===== src/rtl/sram_wb_pkg.sv =====
// sram_wb_pkg: FSM states, block-address range and FIFO entry width shared by sram_write_buffer.
package sram_wb_pkg;
  typedef enum logic [1:0] {IDLE, RD, WR} state_t;
  localparam int BLK_LSB = 1;
  function automatic int entry_w(input int addr_w, input int data_w);
    return addr_w + data_w;
  endfunction
endpackage


===== src/rtl/sram_wb_fifo.sv =====
// sram_wb_fifo: posted-write FIFO of {addr, data} entries with per-entry valid/block-address taps.
import sram_wb_pkg::*;
module sram_wb_fifo #(
  parameter int DEPTH = 4,
  parameter int W = 64,
  parameter int BW = 31
) (
  input  logic                      clk,
  input  logic                      rst,
  input  logic                      push,
  input  logic                      pop,
  input  logic [W-1:0]              din,
  output logic [W-1:0]              head,
  output logic                      full,
  output logic                      empty,
  output logic [DEPTH-1:0]          valid,
  output logic [DEPTH-1:0][BW-1:0]  blks
);
  localparam int PW = $clog2(DEPTH);
  logic [W-1:0] mem [DEPTH];
  logic [PW-1:0] wr_ptr, rd_ptr;
  logic [PW:0] count;
  always_ff @(posedge clk)
    if (push) mem[wr_ptr] <= din;
  always_ff @(posedge clk or posedge rst)
    if (rst) begin
      wr_ptr <= '0;
      rd_ptr <= '0;
      count <= '0;
    end else begin
      if (push) wr_ptr <= wr_ptr + 1'b1;
      if (pop) rd_ptr <= rd_ptr + 1'b1;
      count <= count + (PW+1)'(push) - (PW+1)'(pop);
    end
  assign head = mem[rd_ptr];
  assign full = count == (PW+1)'(DEPTH);
  assign empty = count == '0;
  // a slot is live when its distance from the read pointer is below the occupancy
  for (genvar i = 0; i < DEPTH; i++) begin : g_e
    assign valid[i] = {1'b0, PW'(PW'(i) - rd_ptr)} < count;
    assign blks[i] = mem[i][W-1 -: BW];
  end
endmodule


===== src/rtl/sram_write_buffer.sv =====
// sram_write_buffer: posted-write buffer and SRAM read/write scheduler.
// Define SRAM_WB_READ_PRIORITY_EN to let non-hazard reads bypass pending writes.
import sram_wb_pkg::*;
module sram_write_buffer #(
  parameter int DEPTH = 4,
  parameter int ADDR_W = 32,
  parameter int DATA_W = 32
) (
  input  logic                clk,
  input  logic                rst,
  input  logic                req_rd,
  input  logic                req_wr,
  input  logic [ADDR_W-1:0]   req_addr,
  input  logic [DATA_W-1:0]   req_wdata,
  output logic                req_ready,
  output logic [2*DATA_W-1:0] req_rdata,
  output logic                sram_rd_en,
  output logic                sram_wr_en,
  output logic [ADDR_W-1:0]   sram_addr,
  output logic [DATA_W-1:0]   sram_wdata,
  input  logic [2*DATA_W-1:0] sram_rdata,
  input  logic                sram_ready
);
  localparam int EW = entry_w(ADDR_W, DATA_W);
  localparam int BW = ADDR_W - BLK_LSB;
  state_t state, state_nx;
  logic push, pop, full, empty, rd_req, go_rd, wr_pend;
  logic [EW-1:0] head, issue;
  logic [DEPTH-1:0] valid;
  logic [DEPTH-1:0][BW-1:0] blks;
  sram_wb_fifo #(.DEPTH(DEPTH), .W(EW), .BW(BW)) u_fifo (
    .clk(clk), .rst(rst), .push(push), .pop(pop), .din({req_addr, req_wdata}),
    .head(head), .full(full), .empty(empty), .valid(valid), .blks(blks)
  );
  assign push = req_wr && !full;
  assign pop = state == WR && sram_ready;
  assign rd_req = req_rd && !req_wr;
  // a write arriving into an empty FIFO is issued straight from the request port
  assign wr_pend = !empty || push;
  assign issue = empty ? {req_addr, req_wdata} : head;
`ifdef SRAM_WB_READ_PRIORITY_EN
  logic hazard;
  always_comb begin
    hazard = 1'b0;
    for (int i = 0; i < DEPTH; i++) hazard |= valid[i] && blks[i] == req_addr[ADDR_W-1:BLK_LSB];
  end
  assign go_rd = rd_req && !hazard;
`else
  logic unused_hz;
  assign unused_hz = ^{valid, blks};
  assign go_rd = rd_req && empty;
`endif
  always_ff @(posedge clk or posedge rst)
    if (rst) state <= IDLE;
    else state <= state_nx;
  always_comb begin
    state_nx = state;
    if (state == IDLE) state_nx = go_rd ? RD : wr_pend ? WR : IDLE;
    else if (sram_ready) state_nx = IDLE;
    sram_rd_en = state == RD;
    sram_wr_en = state == WR;
    req_ready = !rst && (push || (state == RD && sram_ready));
    req_rdata = state == RD && sram_ready ? sram_rdata : '0;
  end
  always_ff @(posedge clk or posedge rst)
    if (rst) begin
      sram_addr <= '0;
      sram_wdata <= '0;
    end else if (state == IDLE && go_rd) sram_addr <= req_addr;
    else if (state == IDLE && wr_pend) {sram_addr, sram_wdata} <= issue;
endmodule


===== config.mk =====
export PLATFORM = sky130hd
export DESIGN_NAME = sram_write_buffer
export DESIGN_NICKNAME = d
export VERILOG_FILES = /design/src/rtl/sram_wb_pkg.sv /design/src/rtl/sram_wb_fifo.sv /design/src/rtl/sram_write_buffer.sv
export SDC_FILE = /design/constraint.sdc
export NUM_CORES = 1
export LEC_CHECK = 0
export ABC_AREA = 1
export CAP_MARGIN = 30
export CELL_PAD_IN_SITES_DETAIL_PLACEMENT = 1
export CELL_PAD_IN_SITES_GLOBAL_PLACEMENT = 2
export CORE_MARGIN = 5
export CORE_UTILIZATION = 33
export CTS_CLUSTER_SIZE = 28
export DETAILED_ROUTE_END_ITERATION = 8
export PLACE_DENSITY_LB_ADDON = 0.08
export SLEW_MARGIN = 10
export SYNTH_ARGS = -nofsm -noshare
export SYNTH_HDL_FRONTEND = slang
export SYNTH_SLANG_ARGS = --single-unit
export TNS_END_PERCENT = 5

===== constraint.sdc =====
create_clock -name clk -period 5.8 [get_ports clk]
set_input_delay 0.58 -clock clk [delete_from_list [all_inputs] [get_ports clk]]
set_output_delay 0.58 -clock clk [all_outputs]
set_load 0.02 [all_outputs]

# Yosys cells after proc, flatten, opt, wreduce, memory -nomap -nowiden

Memory sizes are Yosys's and may differ from the RTL's.
Index checks and enable logic that the tools add are counted.

Output and inout bits: 131
Memories kept: 1
Logic and storage cells: 44
Memory bits (writable): 256
Register bits after elaboration: 73

Mux-type cells: 10
Equality and inequality tests: 3
Reduce and logical (&&, ||, !) cells: 19
Bitwise logic cells: 1
Add/sub/neg operators: 4

Memories:

| memory     | depth | bits a word | rd ports | clocked after Yosys merged registers in | wr ports | RTL line           | text |
|---|---|---|---|---|---|---|---|
| u_fifo.mem | 4     | 64          | 1        | 0                                       | 1        | sram_wb_fifo.sv:20 | `logic [W-1:0] mem [DEPTH];` |

Operators by type and width:

| kind                | count |
|---|---|
| $mux 64             | 2 |
| $mux 32             | 2 |
| $logic_and 1x1->1   | 8 |
| $mux 2              | 4 |
| $add 2x1->2 const B | 2 |
| $logic_not 1->1     | 4 |
| $reduce_bool 2->1   | 2 |
| $add 3x1->3         | 1 |
| $eq 3x3->1 const B  | 1 |
| $logic_not 3->1     | 1 |
| $sub 3x1->3         | 1 |
| $eq 2x1->1 const B  | 1 |
| $eq 2x2->1 const B  | 1 |
| $logic_not 2->1     | 1 |
| $logic_or 1x1->1    | 2 |
| $mux 1              | 2 |
| $reduce_and 2->1    | 1 |
| $not 1->1           | 1 |

# Longest topological paths before layout

Gate-level depths: netlist of run 1.

Depth in word-level cells: 7
Gate-level depth with buffers: 9

# By module

From an unflattened synthesis of run 1, not the netlist that was laid out.

Cells, all modules: 1644
Area total of the unflattened synthesis: 15991.6 sq um

By module, submodules not included:

| module            | area each (sq um) | times used | sequential area each (sq um) | cells each |
|---|---|---|---|---|
| sram_wb_fifo      | 11622.4           | 1          | 7862.5                       | 1072 |
| sram_write_buffer | 4369.2            | 1          | 1651.6                       | 572 |

# Worst setup path before layout of run 1

OpenSTA, ideal clock, no wires.

Path type: input port to flip-flop
Start: input port req_wr
End: memory u_fifo.mem[0][0], enable pin
Slack: 1587 ps
Cell stages on the path: 4
Path buffers: 0
Data arrival time: 3727 ps
Cell sequence: inv_1 -> a21oi_1 -> inv_1 -> nor2_1

Word-level cells in the longest chain between the ends: 3

Ends and longest elaborated chain:

| item                         | RTL line                | text |
|---|---|---|
| from (decl)                  | sram_write_buffer.sv:12 | `input logic req_wr,` |
| $logic_and 1x1->1            | sram_write_buffer.sv:35 | `assign push = req_wr && !full;` |
| named net push               | sram_write_buffer.sv:27 | `logic push, pop, full, empty, rd_req, go_rd, wr_pend;` |
| $mux 1                       | sram_wb_fifo.sv:24      | `if (push) mem[wr_ptr] <= din;` |
| $mux 1 (implied by the code) | sram_wb_fifo.sv:24      |  |
| to (decl)                    | sram_wb_fifo.sv:20      |  |

The timed path passes the listed nets, and every way through them passes these cells.

# Worst setup path in the final report of run 1

Start: input port req_wr
End: output port req_ready

Word-level cells in the longest chain between the ends: 3

Ends and longest elaborated chain:

| item              | RTL line                | text |
|---|---|---|
| $logic_and 1x1->1 | sram_write_buffer.sv:35 |  |
| named net push    | sram_write_buffer.sv:27 |  |
| $logic_or 1x1->1  | sram_write_buffer.sv:62 | `req_ready = !rst && (push \|\| (state == RD && sram_ready));` |
| $logic_and 1x1->1 | sram_write_buffer.sv:62 |  |
| to (decl)         | sram_write_buffer.sv:15 | `output logic req_ready,` |

The timed path passes the listed nets, and every way through them passes these cells.

==> impl_metrics.ini, run 1 <==
[sta]
setup_viol = 0
setup_tns_ns = 0
timing.fmax_ghz = 0.3166
hold_slack_ns = 0.4424
worst_pin_slew_ns = 0.9542
fin_crit_sh_pct = 54.45
hold_violations = 0
fin_crit_ns = 3.158
fin_worst_skew_ns = 0.02233
maxSlewHeadroom_pct = 36.39
rsz0062_at_grt = false
drv_slew = 0

[drt]
wl_per_cell_um = 18.10
first_iter_violations = 359
drcViolationCount = 0
dr.pass1.iters = 6
via_per_inst = 4.522
routed_wl_um = 43170
ant_nets = 0
vias = 10780

[floorplan]
dieArea_sq_mm = 0.04846
die_h_um = 220.1
io_pins = 264
rows = 77
fp.coreArea_sq_mm = 0.04393
die_x_um = 220.1
initial_core_util_pct = 33.17

[placement]
place_congestion = 0.7459
port_buffers = 263
hpwl_um = 27390

[power_and_ir_drop]
p_leak_nw = 8.389
power.density_mw_per_mm2 = 500.2
peakVddDrop_mv = 0.2538

[clock_network]
cts_buffers = 38
cts_tree = yes
insertion_delay_ns = 0.55
cts_root_buf = clkbuf_16
path_clk_slew_ns = 0.05
cts_buffer_depth = 3
post_cts_resize_count = 0
h-tree-depth = 2
cts_hold_buffers = 0
cts_setup_buffers = 0
cts_num_sinks = 329

[setup_path]
path_cells = clkdlybuf4s50_1, inv_1, a21oi_1, inv_1, a21oi_1, clkdlybuf4s50_1
cp_max_fo = 5
crit_type = in2out
critPathArrivalTime_ns = 2.58
critPathMaxStageDelay_ns = 0.66
reg2reg_depth = 7
slowest_stage = clkdlybuf4s50_1
required_ns = 5.22
start_kind = primary input
r2r_start = u_fifo.rd_ptr[0]
end_kind = output port
rr_endpoint = sram_addr[10]
worst-r2r-setup-slack_ns = 3.04

[logic_synthesis]
yosys_warnings = 0
ys_types = 24
synth-edff-count = 256
ys_ff_latch = 329
syn-cell-area_sq_mm = 0.01457
synthCells = 1516
synth_top_family_by_area = simple AND/OR/NAND/NOR gates
synthMuxAreaShare_pct = 0
yosys.area_share.adder_pct = 0.6525
synth-seq-area-share_pct = 65.29
synth-compound-area-share_pct = 1.279
synthSimpleGateAreaFrac_pct = 23.32
synth-main-ff-cell = edfxtp_1
synth_xor_area_share_pct = 0.3005
synth_nets = 1656
synth_area_per_cell_sq_um = 9.613
async_flop_share_pct = 22.19

[grt]
grt_overflow = 0
grt_usage_pct = 17.56
grt_max_degree = 73
antenna_found_initial = 0
grt_pass1_wl_um = 65820
grt_pass1_vias = 11430

[run_status]
outcome = finished clean

[cells_and_area]
final_nets = 1901
area_delta_synth_final_pct = 30.75
fill_cells = 4972
drive_above_1_share_pct = 5.360

[run]
drv_cap = 0

[min_path]
min_path_type = in2async
stage by stage:
stage | instance area (sq um) | setup slack (ns) | util [%] | total power, mW | std cells
after floorplan | 14570 | 1.587 | - | 5.848 | 1516
after global placement | 17720 | 2.379 | 40.34 | 7.214 | 2309
after detailed placement | 17780 | 2.502 | 40.48 | 7.304 | 2312
after CTS | 19030 | 2.604 | 43.32 | 9.749 | 2382
after global routing | 19050 | 2.478 | 43.36 | 10.27 | 2383
final | 19050 | 2.642 | 43.37 | 9.532 | 2385
synthesized netlist by cell type, types with 6 or more instances:
cell type  instances  share of area [%]
nand2_1          454                 12
edfxtp_1         256                 53
dfrtp_1           73                 13
nor2_1           136                3.5
nand3_1          193                6.6
buf_2             44                1.5
clkbuf_1          16               0.41
buf_4             12               0.62
or2_0             24                1.0
or2_2              8               0.34
inv_1            241                6.2
o21ai_0           33                1.1
ha_1               6               0.52
worst max-delay path: cells and delay by family:
kind / cells / cell delay (ns)
buffers and inverters: 4 / 1.46
AOI/OAI and AO/OA: 2 / 0.52
flip-flops by register name, summed over array words and instances, names as in the netlist:
name	count
sram_wdata	32
u_fifo.count	3
u_fifo.rd_ptr	2
sram_addr	32
u_fifo.wr_ptr	2
state	2
u_fifo.mem	256
layout make-up:
cell class / count / area (sq um) / area share (%)
Antenna cell: 2 / 5.005 / 0.02627
Clock buffer: 53 / 1069 / 5.608
Clock inverter: 17 / 177.7 / 0.9324
Inverter: 243 / 914.6 / 4.800
Multi-Input combinational cell: 866 / 3771 / 19.79
Sequential cell: 329 / 9519 / 49.96
Tap cell: 592 / 740.7 / 3.887
Timing Repair Buffer: 283 / 2858 / 15.00
report_power, final:
part | internal (mW) | switching (mW) | leakage [nW] | total [mW]
sequential | 3.21 | 0.279 | 3.24 | 3.49
combinational | 1.26 | 2.40 | 4.55 | 3.66
clock | 1.43 | 0.951 | 0.606 | 2.38
total | 5.90 | 3.63 | 8.39 | 9.53
cells by family after synthesis:
group | after synthesis
AOI/OAI and AO/OA | 37
DFF | 329
adders and majority gates | 7
and+or+nand+nor | 817
buffers and inverters | 321
xor gates and xnor gates | 5
cell usage in the layout (no fill, tap or decap), drive strengths merged, types with 6 or more instances in the layout:
master	count
ha	6
or2	32
clkbuf	53
edfxtp	256
buf	20
nand3	193
clkinv	15
dfrtp	73
nand2	455
nor2	137
inv	241
o21ai	34
clkdlybuf4s50	263
layer usage:
layer	wire length (um)	global-route usage [%]	vias to the layer above
li1	-	-	5260
met1	18240	21.65	5330
met2	22660	31.71	151
met3	1533	3.420	43
met4	737	4.452	0
met5	0	0	-
how the worst max path moves through the flow:
stage	start	endpoint	slack, ns	cells past startpoint
after floorplan	req_wr	u_fifo.mem[0][0]	1.59	4
after global placement	sram_ready	req_ready	2.38	4
after detailed placement	req_wr	u_fifo.mem[2][63]	2.50	6
after CTS	u_fifo.rd_ptr[0]	sram_addr[24]	2.60	7
after global routing	state[0]	req_rdata[23]	2.48	6
final	req_wr	req_ready	2.64	6
(Power assumes the default switching activity.)
==> inputs of run 2 (changes only) <==
Clock period 5.8 ns to 3 ns, I/O delays scaled along.
==> impl_metrics.ini, run 2 (synthesis results as in run 1) <==
[run_status]
outcome = finished clean

[cells_and_area]
largest-register = u_fifo.mem
final_nets = 1908
largestRegisters = u_fifo.mem (256), sram_addr (32), sram_wdata (32)
drive_above_1_share_pct = 5.899
layout_commonest_cell = nand2_1
largest_reg_flops = 256
most-common-layout-cells = nand2_1 (451), clkdlybuf4s50_1 (263), edfxtp_1 (256), inv_1 (240), nand3_1 (193)
area_delta_synth_final_pct = 31.83
final_cells = 2389
design_area_sq_mm = 0.01921
antenna_cells = 0

[floorplan]
dieArea_sq_mm = 0.04846
die_h_um = 220.1
rows = 77
die_x_um = 220.1
io_pins = 264
initial_core_util_pct = 33.17
fp.coreArea_sq_mm = 0.04393

[clock_network]
cts_num_sinks = 329
cts_buffer_depth = 3
h-tree-depth = 2
cts_setup_buffers = 0
cts_hold_buffers = 0
cts_buffers = 38
post_cts_resize_count = 0
cts_root_buf = clkbuf_16
cts_tree = yes
path_clk_slew_ns = 0.06
insertion_delay_ns = 0.54

[power_and_ir_drop]
p_leak_nw = 8.464
peakVddDrop_mv = 0.5137
power.density_mw_per_mm2 = 970.7
power_mw = 18.65

[sta]
hold_violations = 0
rsz0062_at_grt = false
drv_slew = 0
worst_pin_slew_ns = 0.9503
fin_worst_skew_ns = 0.01867
timing.fmax_ghz = 0.3761
maxSlewHeadroom_pct = 36.64
timing.final.ws_setup_ns = 0.3414
fin_crit_sh_pct = 88.62
setup_viol = 0
setup_tns_ns = 0
fin_crit_ns = 2.659

[drt]
via_per_inst = 4.491
drcViolationCount = 0
vias = 10730
dr.pass1.iters = 4
wl_per_cell_um = 17.72
routed_wl_um = 42330
first_iter_violations = 528
ant_nets = 0

[min_path]
min_path_type = in2async

[grt]
grt_overflow = 0
grt_usage_pct = 17.28
grt_pass1_vias = 11190
antenna_found_initial = 1
grt_pass1_wl_um = 65120
grt_max_degree = 90

[setup_path]
crit_start = state[0]
crit_type = reg2out
r2r_start = u_fifo.count[1]
required_ns = 2.70
cp_max_fo = 64
critPathArrivalTime_ns = 2.36
start_kind = flop
end_kind = output port

[placement]
postPlaceCellArea_sq_mm = 0.01790
hpwl_um = 27010
pre_cts_slack_ns = 0.5955
dp.cells = 2319
place_congestion = 0.7834
port_buffers = 263

[run]
drv_cap = 0
==> run 2: changes by cell type in the layout (fill, tap and decap cells not counted), sizes merged <==
cell,previous run,this run
diode,2,0
clkbuf,53,58
buf,20,27
clkinvlp,1,2
clkinv,15,8
==> run 2: layer usage <==
metal	part of all wire, %	track usage (%)
met3	3.4	2.627
met4	2.2	4.681
met1	42	21.96
met2	52	30.86
met5	0.031	0
==> run 2: cell type report <==
class                   count  area [sq um]
fillers                  4955         24720
well taps                 592         740.7
clock buffers              58          1160
clock inverters            11         132.6
multi-input cells         866          3771
repair buffers            290          2973
inverters                 243         914.6
flip-flops and latches    329          9519
==> run 2: worst max-delay path, cell delays in order (launching register included) <==
cell and delay [ns]:
dfrtp_1 0.37, inv_1 0.07, nor2_1 0.17, nand2_2 0.08, buf_4 0.31, nor2_1 0.16, clkdlybuf4s50_1 0.65
==> run 2: power by group <==
group / internal (mW) / switching, mW / total (mW)
sequential: 6.21 / 0.498 / 6.71
clock: 2.92 / 1.82 / 4.74
combinational: 2.54 / 4.65 / 7.19
total: 11.7 / 6.97 / 18.6
==> run 2: worst paths after layout <==
kind / to / slack [ns] / cells past startpoint
worst max-delay path: req_rdata[24] / 0.34 / 6
worst min-delay path: sram_addr[4] / 0.09 / 2
worst max register to register: u_fifo.mem[2][61] / 0.96 / 6
worst min register to register: sram_wdata[28] / 0.48 / 2
max in group asynchronous: sram_addr[13] / 2.42 / 3
min in group clk: u_fifo.mem[2][23] / 0.42 / 1
==> run 2: through the flow <==
stage / hold WS (ns) / util (%)
after floorplan: 0.3806 / -
after global placement: 0.4651 / 40.74
after detailed placement: 0.4656 / 40.74
after CTS: 0.2917 / 43.68
after global routing: 0.08342 / 43.73
final: 0.08999 / 43.73
==> inputs of run 3 (changes only) <==
Settings changed: SETUP_SLACK_MARGIN set to 0.2.
==> impl_metrics.ini, run 3 (synthesis results as in run 1) <==
[setup_path]
crit_family = buffers and inverters
crit_buf_inv = 3
critPathMaxStageDelay_ns = 0.62
end_kind = output port
path_cells = inv_1, nor2_1, nand2_2, buf_6, nor2_1, clkdlybuf4s50_1
required_ns = 2.70
cp_max_fo = 64
start_kind = flop
cpMostUsedCell = nor2_1
critPathArrivalTime_ns = 2.25
reg2reg_depth = 5
crit_type = reg2out
slowest_stage = clkdlybuf4s50_1
cp.depth = 6

[clock_network]
h-tree-depth = 2
cts_tree = yes
cts_buffer_depth = 3
cts_num_sinks = 329
cts_hold_buffers = 0
insertion_delay_ns = 0.54
cts_root_buf = clkbuf_16
path_clk_slew_ns = 0.06
cts_buffers = 38

[sta]
worst_pin_slew_ns = 0.8877
setup_viol = 0
fin_worst_skew_ns = 0.01520
hold_violations = 0
drv_slew = 0
rsz0062_at_grt = false
fin_crit_sh_pct = 84.84
fin_crit_ns = 2.545
timing.fmax_ghz = 0.3929
maxSlewHeadroom_pct = 40.82
timing.final.ws_setup_ns = 0.4549

[cells_and_area]
design_area_sq_mm = 0.01919
final_nets = 1910
most-common-layout-cells = nand2_1 (451), clkdlybuf4s50_1 (263), edfxtp_1 (256), inv_1 (240), nand3_1 (193)
area_delta_synth_final_pct = 31.70
fill_cells = 4967
largestRegisters = u_fifo.mem (256), sram_addr (32), sram_wdata (32)
largest_reg_flops = 256
drive_above_1_share_pct = 5.899
multi_input_area_sq_mm = 0.003771
largest-register = u_fifo.mem
layout_commonest_cell = nand2_1
regArea_sq_mm = 0.009519

[grt]
grt_pass1_wl_um = 65790
grt_overflow = 0
grt_max_degree = 161
grt_usage_pct = 17.36
grt_pass1_vias = 11370
antenna_found_initial = 2

[drt]
dr.pass1.iters = 4
routed_wl_um = 42730
ant_nets = 0
via_per_inst = 4.496
vias = 10750
wl_per_cell_um = 17.88
drcViolationCount = 0
first_iter_violations = 438

[floorplan]
initial_core_util_pct = 33.17
fp.coreArea_sq_mm = 0.04393
io_pins = 264
dieArea_sq_mm = 0.04846
rows = 77
die_x_um = 220.1
die_h_um = 220.1

[placement]
place_congestion = 0.7179
pre_cts_slack_ns = 0.6298
hpwl_um = 27710
postPlaceCellArea_sq_mm = 0.01798
port_buffers = 263

[power_and_ir_drop]
peakVddDrop_mv = 0.7219
power.density_mw_per_mm2 = 961.6
p_leak_nw = 8.458

[min_path]
min_path_type = in2async

[run_status]
outcome = finished clean

[run]
drv_cap = 0
-- run 3: layout make-up --
class                      instances  share of cell area (%)
clock buffer                      50                   5.561
clock inverter                    17                  0.6976
inverter                         243                   4.772
sequential                       329                   49.60
tap                              592                   3.859
multi-input combinational        866                   19.65
timing repair buffer             292                   15.85
antenna                            1                 0.01304
-- run 3: per-stage QoR --
step                utilization, %  power [mW]  std cells  setup TNS, ns  hold slack [ns]
detailed placement           40.94       14.30       2322              0           0.4656
CTS                          43.67       18.92       2389              0           0.1807
global route                 43.69       19.86       2390              0           0.2152
floorplan                        -       11.28       1516         -6.609           0.3806
finish                       43.69       18.46       2390              0           0.1859
global placement             40.94       14.16       2322              0           0.4627
-- run 3: layer usage --
| metal | wire (um) | track usage, % |
|---|---|---|
| met5 | 14 | 0 |
| met4 | 840 | 4.473 |
| met3 | 1378 | 2.723 |
| met2 | 21920 | 30.84 |
| met1 | 18570 | 22.24 |
-- run 3: final timing paths --
check | slack, ns | from | to
min | 0.19 | rst | state[1]
min in group clk | 0.43 | sram_ready | state[1]
max | 0.45 | state[0] | req_rdata[57]
max in group asynchronous | 2.16 | rst | sram_addr[25]
max reg2reg | 1.07 | u_fifo.count[1] | u_fifo.mem[2][27]
min reg2reg | 0.47 | sram_wdata[3] | sram_wdata[3]
-- run 3: repair_timing --
action                                  4_1_cts  5_1_grt
setup buffers                                 0        0
endpoints found under the setup margin        0       28
gates resized for setup                       0        1
-- run 3: power by group --
group / internal (mW) / total, mW / switching (mW)
Clock: 2.67 / 4.51 / 1.84
Combinational: 2.61 / 7.31 / 4.70
Sequential: 6.21 / 6.63 / 0.422
